## src/rtl/otter_pkg.sv

```systemverilog
// Shared definitions for the interrupt controller slice: FSM encoding and default source count.
package otter_pkg;

  localparam int N_SRC_DEFAULT = 8;

  typedef enum logic {
    ST_RUN = 1'b0,
    ST_ISR = 1'b1
  } intr_state_t;

endpackage

```

## src/rtl/sync_edge_det.sv

```systemverilog
// Two-flop synchronizer for one asynchronous level line, plus a third flop for rising-edge detection.
module sync_edge_det (
  input  logic clk,
  input  logic RST,
  input  logic din,
  output logic rise
);

  logic s1;
  logic s2;
  logic s3;

  always_ff @(posedge clk) begin
    if (RST) begin
      s1 <= 1'b0;
      s2 <= 1'b0;
      s3 <= 1'b0;
    end else begin
      s1 <= din;
      s2 <= s1;
      s3 <= s2;
    end
  end

  assign rise = s2 & ~s3;

endmodule

```

## src/rtl/intr_ctrl.sv

```systemverilog
// Interrupt controller: per-source edge capture into pending bits, fixed priority (index 0 highest),
// two-state run/handler FSM handshaking with the control unit via taken/mret.
module intr_ctrl
  import otter_pkg::*;
#(
  parameter int N_SRC = N_SRC_DEFAULT,
  parameter int CW    = $clog2(N_SRC)
) (
  input  logic             clk,
  input  logic             RST,
  input  logic [N_SRC-1:0] irq_in,
  input  logic             mask_wr,
  input  logic [N_SRC-1:0] mask_data,
  input  logic             mie,
  input  logic             taken,
  input  logic             mret,
  output logic             intr,
  output logic [CW-1:0]    cause,
  output logic [N_SRC-1:0] pending,
  output logic             in_isr
);

  intr_state_t      ps;
  intr_state_t      ns;
  logic [N_SRC-1:0] rise;
  logic [N_SRC-1:0] mask;
  logic [N_SRC-1:0] req;
  logic [N_SRC-1:0] clr;
  logic [CW-1:0]    cause_run;
  logic [CW-1:0]    cause_q;
  logic             mie_q;
  logic             fire;
  logic             found;

  for (genvar g = 0; g < N_SRC; g++) begin : g_sync
    sync_edge_det u_sync (
      .clk  (clk),
      .RST  (RST),
      .din  (irq_in[g]),
      .rise (rise[g])
    );
  end

  assign req = pending & mask;

  always_comb begin
    cause_run = '0;
    found     = 1'b0;
    for (int unsigned i = 0; i < N_SRC; i++) begin
      if (req[i] && !found) begin
        cause_run = CW'(i);
        found     = 1'b1;
      end
    end
  end

  // mie is registered so intr is decoded purely from state, with no input-to-output path.
  assign intr   = (ps == ST_RUN) && mie_q && (|req);
  assign cause  = (ps == ST_ISR) ? cause_q : cause_run;
  assign in_isr = (ps == ST_ISR);

  always_comb begin
    ns   = ps;
    fire = 1'b0;
    case (ps)
      ST_RUN: begin
        if (taken && intr) begin
          fire = 1'b1;
          ns   = ST_ISR;
        end
      end
      ST_ISR: begin
        if (mret) ns = ST_RUN;
      end
      default: ns = ST_RUN;
    endcase
  end

  // The clear uses cause_run from the current mask, so a coincident mask_wr cannot redirect it.
  assign clr = fire ? (N_SRC'(1) << cause_run) : '0;

  always_ff @(posedge clk) begin
    if (RST) begin
      ps      <= ST_RUN;
      pending <= '0;
      mask    <= '0;
      cause_q <= '0;
      mie_q   <= 1'b0;
    end else begin
      ps      <= ns;
      mie_q   <= mie;
      pending <= (pending & ~clr) | rise;
      if (mask_wr) mask <= mask_data;
      if (fire) cause_q <= cause_run;
    end
  end

endmodule

```

## config.mk

```make
export PLATFORM = sky130hd
export DESIGN_NAME = intr_ctrl
export DESIGN_NICKNAME = d
export VERILOG_FILES = /design/src/rtl/otter_pkg.sv /design/src/rtl/sync_edge_det.sv /design/src/rtl/intr_ctrl.sv
export SDC_FILE = /design/constraint.sdc
export NUM_CORES = 1
export LEC_CHECK = 0
export CORE_ASPECT_RATIO = 1.4
export CORE_MARGIN = 2
export CORE_UTILIZATION = 52
export CTS_CLUSTER_SIZE = 8
export DETAILED_ROUTE_END_ITERATION = 7
export PLACE_DENSITY_LB_ADDON = 0.08
export SKIP_CTS_REPAIR_TIMING = 1
export SYNTH_ARGS = -nofsm -noshare
export SYNTH_HDL_FRONTEND = slang
export SYNTH_SLANG_ARGS = --single-unit
```

## constraint.sdc

```tcl
create_clock -name clk -period 5 [get_ports clk]
set_input_delay 1.25 -clock clk [delete_from_list [all_inputs] [get_ports clk]]
set_output_delay 1.25 -clock clk [all_outputs]
set_load 0.02 [all_outputs]
```

==> run_summary.xml <==
<?xml version="1.0" encoding="UTF-8"?>
<metrics>
  <group name="timing">
    <metric name="tightest_slew" unit="ps">514.0</metric>
    <metric name="maxClockFrequency" unit="MHz">274.3</metric>
    <metric name="fin_tns_setup" unit="ps">0</metric>
    <metric name="worst_clock_skew" unit="ps">4.581</metric>
    <metric name="rsz_0062_raised_after_global_routing" unit="">false</metric>
    <metric name="hold_violations" unit="">0</metric>
    <metric name="setup_viol" unit="">0</metric>
    <metric name="layout_min_cycle_time" unit="ps">3646</metric>
    <metric name="final_max_tran_viols" unit="">0</metric>
    <metric name="fin_crit_sh" unit="%">72.91</metric>
    <metric name="slew-limit-headroom" unit="%">65.62</metric>
  </group>
  <group name="run_status">
    <metric name="run_status" unit="">completed</metric>
  </group>
  <group name="die">
    <metric name="dieWidth" unit="um">50.89</metric>
    <metric name="io_pins" unit="">35</metric>
    <metric name="coreArea" unit="um2">2907</metric>
    <metric name="die_y" unit="um">69.64</metric>
    <metric name="number_of_placement_rows" unit="">23</metric>
    <metric name="floorplan.die_area" unit="um2">3544</metric>
    <metric name="start_util" unit="%">55.06</metric>
  </group>
  <group name="power_and_ir_drop">
    <metric name="maximum_vdd_ir_drop" unit="uV">345.3</metric>
    <metric name="power.leakage" unit="nW">0.8065</metric>
    <metric name="powerDensity" unit="nW/um2">332.1</metric>
  </group>
  <group name="worst_setup_path">
    <metric name="worst_ep_arrival_time" unit="ps">2400</metric>
    <metric name="crit_path_end_kind" unit="">output port</metric>
    <metric name="worstPathRequired" unit="ps">3750</metric>
    <metric name="worst_r2r_endpoint" unit="">pending[1]$_SDFF_PP0_</metric>
    <metric name="critical_path.startpoint_type" unit="">flop</metric>
    <metric name="critical_path.max_fanout" unit="">7</metric>
    <metric name="worstRegToRegCells" unit="">5</metric>
    <metric name="timing_worst_setup_path_type" unit="">reg -&gt; out</metric>
    <metric name="r2r_start" unit="">pending[3]$_SDFF_PP0_</metric>
    <metric name="timing.reg2reg.setup_slack" unit="ps">3390</metric>
  </group>
  <group name="clock_tree">
    <metric name="cts_buffers" unit="">5</metric>
    <metric name="cts_num_sinks" unit="">45</metric>
    <metric name="clkLatencyLatePin" unit="ps">300</metric>
    <metric name="tritoncts" unit="">built</metric>
    <metric name="cts-htree-levels" unit="">2</metric>
    <metric name="path_clk_slew" unit="ps">80</metric>
    <metric name="cts_root_buffer" unit="">clkbuf_8</metric>
    <metric name="clk_path_buf_depth" unit="">2</metric>
  </group>
  <group name="synth">
    <metric name="part_of_the_yosys_area_used_for_sequential_elements" unit="%">56.29</metric>
    <metric name="synthesis.area" unit="um2">1600</metric>
    <metric name="synth.net_count" unit="">181</metric>
    <metric name="post_synth_top_area_share" unit="%">56.29</metric>
    <metric name="synth_warnings" unit="">0</metric>
    <metric name="yosysTopAreaCell" unit="">dfxtp_1</metric>
    <metric name="synth.lib_cells_used.distinct" unit="">29</metric>
    <metric name="synth-seq-cells" unit="">45</metric>
    <metric name="netlist_top_cells_area" unit="">dfxtp_1, nor2b_1, mux2i_1, nor2_1, a32o_1</metric>
    <metric name="synth_cells" unit="">159</metric>
    <metric name="postSynthAreaPerCell" unit="um2">10.06</metric>
  </group>
  <group name="global_route">
    <metric name="wire_length_of_the_first_global_routing_pass" unit="um">4974</metric>
    <metric name="maximum_number_of_pins_on_one_net_before_global_route_repair" unit="">39</metric>
    <metric name="gr-usage-all-layers" unit="%">18.74</metric>
    <metric name="number_of_antenna_violations_at_the_first_check_in_global_routing" unit="">0</metric>
    <metric name="grt_overflow_total" unit="">0</metric>
    <metric name="grt_pass1_vias" unit="">1182</metric>
  </group>
  <group name="job">
    <metric name="cap_violations" unit="">0</metric>
  </group>
  <group name="drt">
    <metric name="route.detailed.wl_per_inst" unit="um">12.83</metric>
    <metric name="antenna_left" unit="">0</metric>
    <metric name="remaining_routing_drc_violations" unit="">0</metric>
    <metric name="drt_first_pass_iters" unit="">4</metric>
    <metric name="routed_vias" unit="">1255</metric>
    <metric name="wl" unit="um">2990</metric>
    <metric name="drt-initial-drc-count" unit="">29</metric>
    <metric name="vias_per_cell" unit="">5.386</metric>
  </group>
  <group name="placed_design">
    <metric name="port-buffer-count" unit="">34</metric>
    <metric name="post_dp_hpwl" unit="um">2197</metric>
    <metric name="gp_congestion" unit="">0.9113</metric>
  </group>
  <group name="final_layout">
    <metric name="antenna_cells_inserted" unit="">0</metric>
    <metric name="final_util" unit="%">70.90</metric>
    <metric name="most_common_library_cell_in_the_layout_ignoring_fill_and_taps" unit="">dfxtp_1</metric>
    <metric name="mostFrequentLayoutCells" unit="">dfxtp_1, clkdlybuf4s50_1, nor2b_1</metric>
    <metric name="n_fill_cell" unit="">217</metric>
    <metric name="flow.area_growth_from_synthesis" unit="%">28.77</metric>
    <metric name="design.final.nets" unit="">217</metric>
    <metric name="share_of_cells_above_drive_strength_1" unit="%">7.143</metric>
  </group>
  <group name="min_path">
    <metric name="holdPathEnd" unit="">pending[4]$_SDFF_PP0_</metric>
    <metric name="holdCritStartpoint" unit="">g_sync[4].u_sync.s3$_SDFF_PP0_</metric>
    <metric name="hp-class" unit="">reg -&gt; reg</metric>
    <metric name="timing.hold.worst_path_depth" unit="">1</metric>
  </group>
</metrics>
==> per-layer routing <==
| layer | wire length, um | global-route usage (%) | vias up |
|---|---|---|---|
| met3 | 162 | 7.112 | 7 |
| li1 | - | - | 624 |
| met2 | 1536 | 31.58 | 35 |
| met1 | 1221 | 19.26 | 589 |
| met5 | 0 | 0 | - |
| met4 | 70 | 10.81 | 0 |
==> cells in the mapped netlist <==
master	n
inv_1	7
nand4_1	2
and3_1	1
nand2_1	10
o311ai_0	1
or3_1	1
dfxtp_1	45
a22oi_2	1
nand2b_1	3
a31oi_1	2
o311a_1	1
mux2_2	1
and2_1	1
nor2_1	13
a32o_1	4
a21oi_1	7
o221a_2	1
a22o_1	2
a22oi_1	2
a32oi_1	1
o21ai_0	6
a21oi_2	1
clkbuf_1	5
nor2b_1	25
a32o_2	1
mux2i_1	9
buf_6	1
nand3_1	4
o31ai_1	1
==> power breakdown <==
group	internal [mW]	switching, mW
combinational	0.0383	0.0300
sequential	0.374	0.0106
clock	0.112	0.120
==> kinds of logic after synthesis <==
logic type      Yosys count  share of synthesized area [%]
compound gates           31                          14.31
buf+inv                  13                          3.519
flops                    45                          56.29
mux                      10                          6.333
simple gates             60                          19.55
==> cell type report <==
class / count / area [um2] / share of cell area [%]
flip-flops and latches: 45 / 900.9 / 43.72
multi-input cells: 101 / 643.1 / 31.21
repair buffers: 35 / 347.8 / 16.88
clock buffers: 6 / 82.58 / 4.007
well taps: 37 / 46.29 / 2.247
inverters: 7 / 26.28 / 1.275
clock inverters: 2 / 13.76 / 0.6679
==> flip-flops by register name, summed over array words and instances, names as in the netlist <==
name,cells
g_sync.u_sync.s3,8
g_sync.u_sync.s1,8
g_sync.u_sync.s2,8
in_isr,1
cause_q,3
mask,8
mie_q,1
pending,8
==> critical path, stage by stage, from the launching register on <==
cell	delay [ps]
dfxtp_1	350
a22oi_2	270
and2_1	320
a32o_2	250
o21ai_0	110
a31oi_1	180
clkdlybuf4s50_1	620
==> how the worst max path moves through the flow <==
| stage | slack [ps] | endpoint | from |
|---|---|---|---|
| detailed placement | 1700 | cause[0] | pending[3]$_SDFF_PP0_ |
| finish | 1350 | cause[0] | pending[3]$_SDFF_PP0_ |
| CTS | 1350 | cause[0] | pending[3]$_SDFF_PP0_ |
| floorplan | 2150 | cause[0] | pending[3]$_SDFF_PP0_ |
| global route | 1180 | cause[0] | pending[3]$_SDFF_PP0_ |
| global placement | 1750 | cause[0] | pending[3]$_SDFF_PP0_ |
==> through the flow <==
step / cells / power (mW) / hold slack, ps / area (um2) / setup WS, ps
6_report: 233 / 0.6844 / 419.4 / 2061 / 1354
5_1_grt: 233 / 0.7172 / 458.0 / 2061 / 1178
4_1_cts: 233 / 0.6935 / 424.9 / 2061 / 1355
3_5_place_dp: 225 / 0.4619 / 408.6 / 1964 / 1703
3_3_place_gp: 225 / 0.4593 / 406.5 / 1964 / 1754
2_1_floorplan: 159 / 0.4274 / 398.8 / 1600 / 2152
No activity file was read; power rests on OpenSTA's default activity.
